[src/rtl/delay_tester_pkg.sv]
// Shared definitions for the delay tester: frame geometry, field offsets and
// the test-frame byte map used by both the transmit generator and the checker.
package delay_tester_pkg;

  localparam int unsigned ETH_MIN_LEN = 60;
  localparam int unsigned ETH_MAX_LEN = 1514;
  localparam int unsigned LEN_W       = 11;
  localparam int unsigned WIDX_W      = 9;

  localparam int unsigned DST_OFS  = 0;
  localparam int unsigned SRC_OFS  = 6;
  localparam int unsigned TYPE_OFS = 12;
  localparam int unsigned SEQ_OFS  = 14;
  localparam int unsigned TS_OFS   = 18;
  localparam int unsigned PAD_OFS  = 26;

  localparam logic [15:0] ETH_TYPE_DEFAULT = 16'h88B5;

  typedef enum logic [1:0] {
    IDLE = 2'd0,
    SEND = 2'd1,
    GAP  = 2'd2
  } tx_state_e;

  typedef struct packed {
    logic [47:0] dst;
    logic [47:0] src;
    logic [15:0] etype;
    logic [31:0] seq;
    logic [63:0] ts;
  } frame_hdr_t;

  function automatic logic [LEN_W-1:0] clamp_len(input logic [LEN_W-1:0] len);
    if (32'(len) < ETH_MIN_LEN) return LEN_W'(ETH_MIN_LEN);
    if (32'(len) > ETH_MAX_LEN) return LEN_W'(ETH_MAX_LEN);
    return len;
  endfunction

  function automatic logic [WIDX_W-1:0] word_count(input logic [LEN_W-1:0] len);
    return WIDX_W'((32'(len) + 32'd3) >> 2);
  endfunction

  // Unused byte lanes in the last word of a len-byte frame.
  function automatic logic [1:0] eop_empty(input logic [LEN_W-1:0] len);
    return 2'(3'd4 - {1'b0, len[1:0]});
  endfunction

  // Byte at offset bidx of the frame; zero past the end of the frame.
  function automatic logic [7:0] frame_byte(input frame_hdr_t hdr,
                                            input logic [LEN_W-1:0] len,
                                            input logic [LEN_W-1:0] bidx);
    int unsigned i;
    logic [47:0] mac;
    logic [31:0] sq;
    logic [63:0] ts;
    logic [7:0]  b;
    i   = 32'(bidx);
    mac = '0;
    sq  = '0;
    ts  = '0;
    b   = 8'h00;
    if (bidx >= len) begin
      b = 8'h00;
    end else if (i < SRC_OFS) begin
      mac = hdr.dst << (8 * (i - DST_OFS));
      b   = mac[47:40];
    end else if (i < TYPE_OFS) begin
      mac = hdr.src << (8 * (i - SRC_OFS));
      b   = mac[47:40];
    end else if (i == TYPE_OFS) begin
      b = hdr.etype[15:8];
    end else if (i < SEQ_OFS) begin
      b = hdr.etype[7:0];
    end else if (i < TS_OFS) begin
      sq = hdr.seq << (8 * (i - SEQ_OFS));
      b  = sq[31:24];
    end else if (i < PAD_OFS) begin
      ts = hdr.ts << (8 * (i - TS_OFS));
      b  = ts[63:56];
    end else begin
      b = bidx[7:0];
    end
    return b;
  endfunction

  // Big-endian 32-bit word widx of the frame; first byte on [31:24].
  function automatic logic [31:0] frame_word(input frame_hdr_t hdr,
                                             input logic [LEN_W-1:0] len,
                                             input logic [WIDX_W-1:0] widx);
    logic [LEN_W-1:0] base;
    base = {widx, 2'b00};
    return {frame_byte(hdr, len, base),
            frame_byte(hdr, len, base + LEN_W'(1)),
            frame_byte(hdr, len, base + LEN_W'(2)),
            frame_byte(hdr, len, base + LEN_W'(3))};
  endfunction

endpackage

[src/rtl/eth_delay_tx_gen.sv]
// Timestamped test-frame generator feeding the MAC transmit Avalon-ST sink.
// Frames carry a sequence number and the launch-time cycle counter.
module eth_delay_tx_gen
  import delay_tester_pkg::*;
#(
  parameter logic [15:0] ETHERTYPE = ETH_TYPE_DEFAULT,
  parameter int unsigned TS_W      = 64
) (
  input  logic        clk_125m_i,
  input  logic        srst_n_i,
  input  logic        en_i,
  input  logic [10:0] frame_len_i,
  input  logic [15:0] gap_i,
  input  logic [47:0] dst_mac_i,
  input  logic [47:0] src_mac_i,
  output logic [31:0] tx_data_o,
  output logic        tx_valid_o,
  input  logic        tx_ready_i,
  output logic        tx_sop_o,
  output logic        tx_eop_o,
  output logic [1:0]  tx_empty_o,
  output logic        tx_error_o,
  output logic [31:0] seq_o,
  output logic [31:0] frames_sent_o,
  output logic [63:0] ts_o
);

  tx_state_e         state_q, state_d;
  logic [LEN_W-1:0]  len_q, len_d;
  logic [WIDX_W-1:0] wcnt_q, wcnt_d;
  logic [WIDX_W-1:0] widx_q, widx_d;
  logic [47:0]       dst_q, dst_d;
  logic [47:0]       src_q, src_d;
  logic [TS_W-1:0]   ts_q, ts_d;
  logic [TS_W-1:0]   tslat_q, tslat_d;
  logic [31:0]       seq_q, seq_d;
  logic [31:0]       frames_q, frames_d;
  logic [15:0]       gap_q, gap_d;

  logic [31:0]       data_q, data_d;
  logic              valid_q, valid_d;
  logic              sop_q, sop_d;
  logic              eop_q, eop_d;
  logic [1:0]        empty_q, empty_d;

  logic              launch;
  logic              last_word;
  frame_hdr_t        hdr;

  // Next-state logic; a launch latches the frame parameters for its duration.
  always_comb begin
    state_d   = state_q;
    len_d     = len_q;
    wcnt_d    = wcnt_q;
    widx_d    = widx_q;
    dst_d     = dst_q;
    src_d     = src_q;
    tslat_d   = tslat_q;
    seq_d     = seq_q;
    frames_d  = frames_q;
    gap_d     = gap_q;
    ts_d      = ts_q + TS_W'(1);
    launch    = 1'b0;
    last_word = (widx_q == wcnt_q - WIDX_W'(1));

    case (state_q)
      IDLE: launch = en_i;
      SEND: begin
        if (tx_ready_i) begin
          if (last_word) begin
            seq_d    = seq_q + 32'd1;
            frames_d = frames_q + 32'd1;
            gap_d    = gap_i;
            state_d  = GAP;
          end else begin
            widx_d = widx_q + WIDX_W'(1);
          end
        end
      end
      GAP: begin
        if (gap_q != 16'd0) begin
          gap_d = gap_q - 16'd1;
        end else if (en_i) begin
          launch = 1'b1;
        end else begin
          state_d = IDLE;
        end
      end
      default: state_d = IDLE;
    endcase

    if (launch) begin
      state_d = SEND;
      len_d   = clamp_len(frame_len_i);
      wcnt_d  = word_count(len_d);
      widx_d  = '0;
      dst_d   = dst_mac_i;
      src_d   = src_mac_i;
      tslat_d = ts_q;
    end
  end

  // Stream outputs for the word to be presented after this edge; stalls hold them.
  always_comb begin
    hdr     = '{dst: dst_d, src: src_d, etype: ETHERTYPE, seq: seq_d, ts: 64'(tslat_d)};
    valid_d = (state_d == SEND);
    sop_d   = valid_d && (widx_d == '0);
    eop_d   = valid_d && (widx_d == wcnt_d - WIDX_W'(1));
    empty_d = eop_d ? eop_empty(len_d) : 2'd0;
    data_d  = valid_d ? frame_word(hdr, len_d, widx_d) : 32'd0;
  end

  always_ff @(posedge clk_125m_i) begin
    if (!srst_n_i) begin
      state_q  <= IDLE;
      len_q    <= '0;
      wcnt_q   <= '0;
      widx_q   <= '0;
      dst_q    <= '0;
      src_q    <= '0;
      ts_q     <= '0;
      tslat_q  <= '0;
      seq_q    <= '0;
      frames_q <= '0;
      gap_q    <= '0;
      data_q   <= '0;
      valid_q  <= 1'b0;
      sop_q    <= 1'b0;
      eop_q    <= 1'b0;
      empty_q  <= '0;
    end else begin
      state_q  <= state_d;
      len_q    <= len_d;
      wcnt_q   <= wcnt_d;
      widx_q   <= widx_d;
      dst_q    <= dst_d;
      src_q    <= src_d;
      ts_q     <= ts_d;
      tslat_q  <= tslat_d;
      seq_q    <= seq_d;
      frames_q <= frames_d;
      gap_q    <= gap_d;
      data_q   <= data_d;
      valid_q  <= valid_d;
      sop_q    <= sop_d;
      eop_q    <= eop_d;
      empty_q  <= empty_d;
    end
  end

  assign tx_data_o     = data_q;
  assign tx_valid_o    = valid_q;
  assign tx_sop_o      = sop_q;
  assign tx_eop_o      = eop_q;
  assign tx_empty_o    = empty_q;
  assign tx_error_o    = 1'b0;
  assign seq_o         = seq_q;
  assign frames_sent_o = frames_q;
  assign ts_o          = 64'(ts_q);

endmodule

[config.mk]
export PLATFORM = sky130hd
export DESIGN_NAME = eth_delay_tx_gen
export DESIGN_NICKNAME = d
export VERILOG_FILES = /design/src/rtl/delay_tester_pkg.sv /design/src/rtl/eth_delay_tx_gen.sv
export SDC_FILE = /design/constraint.sdc
export NUM_CORES = 1
export LEC_CHECK = 0
export CORE_MARGIN = 4
export CORE_UTILIZATION = 50
export DETAILED_ROUTE_END_ITERATION = 10
export MAX_ROUTING_LAYER = met4
export PLACE_DENSITY_LB_ADDON = 0.2
export SETUP_SLACK_MARGIN = 0.1
export SLEW_MARGIN = 40
export SYNTH_ARGS = -nofsm -noshare
export SYNTH_HDL_FRONTEND = slang
export SYNTH_SLANG_ARGS = --single-unit
[constraint.sdc]
create_clock -name clk_125m_i -period 6.4 [get_ports clk_125m_i]
set_input_delay 1.92 -clock clk_125m_i [delete_from_list [all_inputs] [get_ports clk_125m_i]]
set_output_delay 1.92 -clock clk_125m_i [all_outputs]
set_load 0.05 [all_outputs]
==> impl_metrics.env, run 1 <==
export IMPL_syn_inst=2336
export IMPL_clk_latency_ns=0.55
export IMPL_antenna_found_initial=2
export IMPL_hold_class="reg -> reg"
export IMPL_fp_dieW_um=204
export IMPL_grt_pass1_vias=17390
export IMPL_grt_overflow=0
export IMPL_drtPass1Iterations=6
export IMPL_clock_path_buffers=3
export IMPL_wire_per_inst_um=20.9
export IMPL_path_cells="clkdlybuf4s50_1, nand3b_1, nor3_1, nand2_1, a21oi_2, xnor2_2, nor2_1, ha_1, a21o_1, a21o_1, a21oi_1, o211ai_1, a21oi_1, o21ai_1, a21oi_1, nand2_1, o22ai_1"
export IMPL_slew_headroom_pct=40.6
export IMPL_cpMostUsedCell="a21oi_1"
export IMPL_worstPathRequired_ns=6.87
export IMPL_start_util_pct=51.0
export IMPL_critPathMaxFanout=10
export IMPL_crit_path_start_kind="input pin"
export IMPL_slew_viol_final=0
export IMPL_crit_buf_inv=1
export IMPL_hold_end="src_q[12]"
export IMPL_finalSetupViolCount=0
export IMPL_multi_input_area_um2=11200
export IMPL_fin_crit_ns=5.64
export IMPL_ys_async_sr_fraction_pct=0
export IMPL_r2r_slack_ns=0.84
export IMPL_min_from="src_q[12]"
export IMPL_powerDensity_nw_per_um2=229
export IMPL_ff_latch_area_um2=7450
export IMPL_max_cap_violations=0
export IMPL_startpoint="tx_ready_i"
export IMPL_synth_edff_count=0
export IMPL_placed_cells=3038
export IMPL_ctsHoldBuffers=0
export IMPL_htreeDepth=2
export IMPL_reg2regPathDepth=22
export IMPL_cts_resized_gates=0
export IMPL_yosys_top_cells_count="nand2_1 (388), dfxtp_1 (372), a21boi_0 (136), and2_1 (110), nor2_1 (110)"
export IMPL_vdd_drop_max_uv=156
export IMPL_netlist_area_um2=19300
export IMPL_grt_usage_pct=30.6
export IMPL_crit_slowest_cell="clkdlybuf4s50_1"
export IMPL_clock_fmax_ghz=0.177
export IMPL_critical_path_max_stage_delay_ns=0.52
export IMPL_ys_seq_area_share_pct=38.6
export IMPL_leakagePower_nw=8.84
export IMPL_dp_hpwl_mm=48.1
export IMPL_post_synth_top_area_cell="dfxtp_1"
export IMPL_r2r_end="tx_data_o[27]"
export IMPL_holdWs_ns=0.462
export IMPL_die_area_um2=41800
export IMPL_endpoint_kind="register"
export IMPL_route_detailed_drc=0
export IMPL_root_buffer="clkbuf_16"
export IMPL_skew_ns=0.0158
export IMPL_tns_ns=0
export IMPL_cp_top_family="compound AO/OA/AOI/OAI gates"
export IMPL_tritoncts="done"
export IMPL_outcome="finished clean"
export IMPL_arrival_ns=6.11
export IMPL_timing_final_crit_share_pct=88.2
export IMPL_worstMarginPinSlew_ns=0.892
export IMPL_num_vias=18160
export IMPL_whs_path_depth=2
export IMPL_drt_wl_total_mm=65.1
export IMPL_final_nets=2725
export IMPL_stdcell_count=3112
export IMPL_ys_flop_type="dfxtp_1"
export IMPL_cts_buffers_inserted=41
export IMPL_core_area_um2=37800
export IMPL_r2r_start="wcnt_q[0]"
export IMPL_synthToLayoutAreaGrowth_pct=24.3
export IMPL_ys_ff_latch=372
export IMPL_detail_route_iter0_violations=1549
export IMPL_cp_depth=17
export IMPL_die_h_um=204
export IMPL_fillCellCount=3331
export IMPL_grt_start_max_net_pins=152
export IMPL_synth_nets=2491
export IMPL_avgSynthCellArea_um2=8.26
export IMPL_hold_viol=0
export IMPL_yosysMostFrequentCell="nand2_1"
export IMPL_synth_top_cell_area_share_pct=38.6
export IMPL_critPathKind="in -> reg"
export IMPL_yosysWarnings=0
export IMPL_clk_pin_slew_ns=0.06
export IMPL_io_buffers=291
export IMPL_postCtsSetupBuffers=0
export IMPL_clock_sinks=372
export IMPL_rsz0062_at_grt="false"
export IMPL_synth_cell_type_count=93
export IMPL_grt_pass1_wl_mm=99.0
export IMPL_gp_congestion=1.00
export IMPL_ios=293
export IMPL_synth_area_leaders="dfxtp_1 (39%), nand2_1 (7.5%), a21boi_0 (5.3%)"
export IMPL_drive_above_1_share_pct=6.12
export IMPL_rows=71
export IMPL_ant_nets=0
export IMPL_avgViaCountPerCell=5.84
cells in the final DEF, fill, tap and decap left out, drive strengths merged, types with 43 or more instances in the layout:
master,netlist,final
dfxtp,372,372
a21oi,97,97
and2,113,113
clkdlybuf4s50,0,290
nand2,389,389
inv,42,43
mux2i,75,75
nand3,75,75
nor2,111,111
clkbuf,109,55
nor2b,89,89
a21boi,138,138
o21ai,101,101
xnor2,103,103
per-stage QoR:
| stage | worst slack [ns] | total power (W) | util, % | area, um^2 |
|---|---|---|---|---|
| final | 0.757 | 0.00550 | 63.4 | 24000 |
| after global routing | 0.457 | 0.00567 | 63.4 | 24000 |
| after detailed placement | 0.236 | 0.00316 | 59.8 | 22600 |
| after floorplan | 0.735 | 0.00289 | - | 19300 |
| after global placement | 0.445 | 0.00315 | 59.8 | 22600 |
| after CTS | 0.760 | 0.00552 | 63.4 | 24000 |
cell type report:
class	instances	share of cell area (%)
Multi-Input combinational cell	1782	46.5
Sequential cell	372	31.0
Timing Repair Buffer	331	13.4
Clock buffer	55	4.88
Tap cell	511	2.66
Clock inverter	17	0.787
Inverter	42	0.657
Antenna cell	2	0.0209
worst min-delay path, delay by kind of cell, from the launching register on:
kind / cells / cell delay (ns)
AOI/OAI and AO/OA: 1 / 0.06
DFF: 1 / 0.31
and+or+nand+nor: 1 / 0.04
worst max path at each step:
stage,endpoint,slack (ns)
after global routing,tx_data_o[11],0.46
after CTS,tx_data_o[11],0.76
after floorplan,tx_data_o[13],0.73
after detailed placement,tx_data_o[11],0.24
after global placement,tx_data_o[11],0.45
final,tx_data_o[11],0.76
power by group:
group	internal (W)	total, W	switching [W]	leakage (nW)
registers	0.00238	0.00242	0.0000425	3.02
logic	0.000268	0.000690	0.000422	5.14
clock network	0.00141	0.00238	0.000975	0.680
flip-flops by register name (all words and copies together) (netlist names), 9 cells and up:
| register | flops |
|---|---|
| ts_o | 64 |
| tslat_q | 64 |
| dst_q | 48 |
| src_q | 48 |
| frames_sent_o | 32 |
| seq_o | 32 |
| tx_data_o | 32 |
| gap_q | 16 |
| len_q | 11 |
| wcnt_q | 9 |
| widx_q | 9 |
metal layers:
layer,vias to the layer above,routed length (um),global-route usage (%),part of all wire (%)
met3,138,4370,4.14,6.7
li1,8630,-,-,-
met4,0,2460,10.2,3.8
met5,-,0,-,0
met1,8697,27600,40.4,42
met2,695,30600,48.7,47
cells by family (layout without fill, tap and decap cells):
| family | count (synthesis) | after routing | synth area share, % |
|---|---|---|---|
| muxes | 87 | 87 | 4.63 |
| AOI/OAI and AO/OA | 527 | 527 | 19.0 |
| DFF | 372 | 372 | 38.6 |
| and+or+nand+nor | 994 | 994 | 25.6 |
| adders and majority gates | 28 | 28 | 1.82 |
| xor gates and xnor gates | 145 | 145 | 6.62 |
| buffers and inverters | 182 | 445 | 3.74 |
| other | 1 | 3 | 0.0194 |
Note: power is estimated with default switching activity, not from simulation.
==> run 2: changes to the inputs <==
Settings changed: PLACE_DENSITY from default to 0.75, PLACE_DENSITY_LB_ADDON 0.2 to default.
==> run 2 against run 1 <==
  * Via count is 0.45% higher
  * Power about the same
  * Clock power is essentially flat
  * Combinational power is 0.9% higher
  * Critical path depth grew 4
  * Routed wire length rose by 1.0%
  * Core utilization up 0.19 points
  * Sequential power about the same
  * Flip-flop and latch count is the same
  * Global-route usage increased by 0.21 points
  * Critical endpoint is now tx_data_o[26]
==> impl_metrics.env, run 2 (synthesized netlist as in run 1, its figures left out) <==
export IMPL_p_comb_share_pct=12.7
export IMPL_rows=71
export IMPL_final_nets=2729
export IMPL_io_buffers=291
export IMPL_antenna_found_initial=0
export IMPL_endpoint_kind="register"
export IMPL_met3_usage_pct=3.09
export IMPL_pre_cts_ws_ns=0.462
export IMPL_use_met1_pct=41.4
export IMPL_max_cap_violations=0
export IMPL_powerDensity_nw_per_um2=228
export IMPL_cts_buffers_inserted=41
export IMPL_ant_nets=0
export IMPL_switching_share_pct=26.7
export IMPL_dp_hpwl_mm=48.1
export IMPL_vdd_drop_max_uv=175
export IMPL_clock_fmax_ghz=0.178
export IMPL_pwr_share_seq_pct=44.1
export IMPL_grt_usage_pct=30.8
export IMPL_most_common_layout_cells="nand2_1 (388), dfxtp_1 (372), clkdlybuf4s50_1 (290)"
export IMPL_detail_route_iter0_violations=1732
export IMPL_wire_per_inst_um=21.1
export IMPL_leakagePower_nw=8.87
export IMPL_skew_ns=0.0260
export IMPL_grt_start_max_net_pins=158
export IMPL_stdcell_count=3115
export IMPL_ctsHoldBuffers=0
export IMPL_crit_path_start_kind="register"
export IMPL_avgViaCountPerCell=5.86
export IMPL_clk_pin_slew_ns=0.06
export IMPL_ios=293
export IMPL_fp_dieW_um=204
export IMPL_core_area_um2=37800
export IMPL_gp_congestion=0.975
export IMPL_outcome="finished clean"
export IMPL_antenna_cells=0
export IMPL_cts_resized_gates=0
export IMPL_grt_busiest_layer="met2"
export IMPL_finalSetupViolCount=0
export IMPL_pwr_share_clk_pct=43.2
export IMPL_grt_overflow=0
export IMPL_root_buffer="clkbuf_16"
export IMPL_worstPathRequired_ns=6.87
export IMPL_arrival_ns=6.10
export IMPL_num_vias=18242
export IMPL_hold_class="reg -> reg"
export IMPL_fillCellCount=3270
export IMPL_rsz0062_at_grt="false"
export IMPL_slew_headroom_pct=38.1
export IMPL_tns_ns=0
export IMPL_power_switching_w=0.00147
export IMPL_grt_pass1_vias=17344
export IMPL_critPathMaxFanout=13
export IMPL_htreeDepth=2
export IMPL_clock_sinks=372
export IMPL_hold_viol=0
export IMPL_start_util_pct=51.0
export IMPL_slew_viol_final=0
export IMPL_die_h_um=204
export IMPL_met2_usage_pct=49.2
export IMPL_postCtsSetupBuffers=0
export IMPL_p_int_w=0.00403
export IMPL_mostFrequentLayoutCell="nand2_1"
export IMPL_drive_above_1_share_pct=6.34
export IMPL_timing_final_crit_share_pct=87.9
export IMPL_synthToLayoutAreaGrowth_pct=24.7
export IMPL_grt_pass1_wl_mm=99.6
export IMPL_fin_ws_ns=0.771
export IMPL_holdWs_ns=0.464
export IMPL_critPathKind="reg -> reg"
export IMPL_tritoncts="done"
export IMPL_placed_cells=3041
export IMPL_die_area_um2=41800
export IMPL_drtPass1Iterations=7
export IMPL_drt_wl_total_mm=65.7
export IMPL_clock_path_buffers=3
export IMPL_worstMarginPinSlew_ns=0.928
export IMPL_route_detailed_drc=0
export IMPL_fin_crit_ns=5.63
export IMPL_clk_latency_ns=0.56
-- run 2: power by group through the flow --
stage | registers, W | clock network (W) | logic [W]
2_1_floorplan | 0.00251 | 0 | 0.000375
3_3_place_gp | 0.00247 | 0 | 0.000674
6_report | 0.00243 | 0.00238 | 0.000696
3_5_place_dp | 0.00248 | 0 | 0.000683
5_1_grt | 0.00243 | 0.00250 | 0.000743
4_1_cts | 0.00243 | 0.00241 | 0.000687
-- run 2: layout make-up --
type / instances / area (um^2) / area share (%)
Multi-Input combinational cell: 1782 / 11200 / 46.4
Sequential cell: 372 / 7450 / 30.9
Timing Repair Buffer: 335 / 3300 / 13.7
Clock buffer: 58 / 1220 / 5.07
Tap cell: 511 / 639 / 2.66
Inverter: 42 / 158 / 0.655
Clock inverter: 15 / 135 / 0.562
-- run 2: per-layer routing --
metal | routed length, um | vias up
li1 | - | 8621
met1 | 28600 | 8810
met2 | 31200 | 690
met3 | 3710 | 121
met4 | 2200 | 0
met5 | 0 | -
-- run 2: critical path, stage by stage (launching register included) --
cell and delay (ns):
dfxtp_1 0.52, inv_1 0.12, ha_1 0.33, or4_1 0.58
a2111oi_2 0.43, o221a_4 0.41, a21oi_2 0.15, xor2_1 0.32
nand2_1 0.23, inv_1 0.19, ha_1 0.19, inv_1 0.05
nor3_1 0.23, nand2_1 0.08, o211ai_1 0.14, nand3_1 0.11
o32ai_1 0.20, nand4_1 0.46, buf_4 0.34, a21oi_1 0.19
nor3b_1 0.09, o22ai_1 0.16
-- run 2: stage by stage --
step                      area (um^2)  util, %  total power [W]
final                           24100     63.6          0.00550
after global routing            24100     63.6          0.00567
after CTS                       24000     63.5          0.00552
after detailed placement        22700     60.0          0.00316
after global placement          22700     59.9          0.00315
after floorplan                 19300        -          0.00289
-- run 2: final timing paths --
kind / start / to / slack (ns) / cells after the start
worst max-delay path: wcnt_q[0] / tx_data_o[26] / 0.77 / 21
worst min-delay path: tslat_q[33] / tslat_q[33] / 0.46 / 2
worst max register to register: wcnt_q[0] / tx_data_o[26] / 0.77 / 21
worst min register to register: tslat_q[33] / tslat_q[33] / 0.46 / 2
==> RTL change (flow settings as in run 1) <==
`ts_q` and `data_q` no longer have a reset.
--- a/src/rtl/eth_delay_tx_gen.sv
+++ b/src/rtl/eth_delay_tx_gen.sv
@@ -120,3 +120,2 @@
       src_q    <= '0;
-      ts_q     <= '0;
       tslat_q  <= '0;
@@ -125,3 +124,2 @@
       gap_q    <= '0;
-      data_q   <= '0;
       valid_q  <= 1'b0;
@@ -137,3 +135,2 @@
       src_q    <= src_d;
-      ts_q     <= ts_d;
       tslat_q  <= tslat_d;
@@ -142,3 +139,2 @@
       gap_q    <= gap_d;
-      data_q   <= data_d;
       valid_q  <= valid_d;
@@ -148,2 +144,7 @@
     end
+  end
+
+  always_ff @(posedge clk_125m_i) begin
+    ts_q   <= ts_d;
+    data_q <= data_d;
   end
Check against the original RTL: not settled (the Yosys comparison gave no result); the edit may change what the design does.
==> RTL change against run 1 <==
- fmax increased by 1.7%
- non-clock buffer count increased by 6
- setup slack improved by 94 ps
- critical path depth down 1
- total power decreased by 0.26%
- synthesized area about the same
- final area fell by 0.25%
- sequential share of layout area is 0.078 points higher
- sequential cell count unchanged
- combinational power increased by 3%
- routed wire length fell by 0.63%
==> RTL change: results (changes against run 1) <==
** Outcome
- Outcome :: complete, no violations

** Synth
- The proportion of synthesized area in mux cells is 3.88% (-0.75 points).
- The number of distinct standard cells referenced by the synthesized netlist came to 108 (+16%).
- Post-synthesis share of cell area spent on full adders, half adders and majority gates :: 1.81% (about the same)
- The synthesized area per cell came to 8.33 um2 (+0.85%).

** Power and ir drop
- The leakage power of the design was 0.00880 uW (-0.42%).
- The clock share of power is 42.6% (-0.7 points).

** Setup path
- R2R setup slack :: 1020 ps (+180 ps)
- The slowest stage of the critical path is the sky130_fd_sc_hd__or4_2 cell.
- Startpoint of the lowest-slack register-to-register path :: widx_q[3]

** Route
- The via count normalized by instance count is 5.74 (-1.6%).
- The detailed route wirelength on metal2 was 29.7 mm (-3.1%).

** Global route
- The largest net degree at the start of global routing came to 167 (+9.9%).
- Met1 track utilization from global routing :: 39.8% (-0.60 points)
- Tot GR Track Use :: 30.4% (-0.19 points)

** Final layout
- The clock tree buffer count of the final layout was 59 (+7.3%).
- The share of final layout cell area taken by non-clock buffers was 13.9% (+0.44 points).
- Antenna diode count :: 5 (+3)
- The layout filler cell count came to 3327 (-0.12%).
- Share of final-layout standard cells stronger than drive strength 1 :: 6.96% (+0.85 points)
- Clock buffer and inverter area fraction after layout :: 5.56% (-0.11 points)
- The final core utilization is 63.2% (-0.16 points).
- The number of ordinary inverters in the final layout was 35 (-17%).
- Net count reported at finish :: 2716 (-0.33%)

** Timing
- The time the worst path needs with I/O delays and setup is 5550 ps (-94.0 ps).

** Place
- The post-detailed-placement half-perimeter wirelength is 47.9 mm (-0.29%).

** CTS
- Clock latency on the worst-skew pair :: 570 ps (+20 ps)
## RTL change: cell types whose count changed after synthesis, moves of 9 or more
cell / before / now
sky130_fd_sc_hd__and2_1: 110 / 72
sky130_fd_sc_hd__nand2_1: 388 / 452
sky130_fd_sc_hd__nor2b_1: 89 / 70
sky130_fd_sc_hd__or3_1: 35 / 13
sky130_fd_sc_hd__buf_1: 15 / 5
sky130_fd_sc_hd__xor2_1: 42 / 61
sky130_fd_sc_hd__buf_2: 12 / 21
sky130_fd_sc_hd__clkbuf_1: 109 / 87
sky130_fd_sc_hd__o21ai_0: 88 / 97
## RTL change: worst min-delay path, cell delays in order (launching register included)
cell and delay, ps:
sky130_fd_sc_hd__dfxtp_1 310, sky130_fd_sc_hd__nand2_1 40, sky130_fd_sc_hd__a21boi_0 60
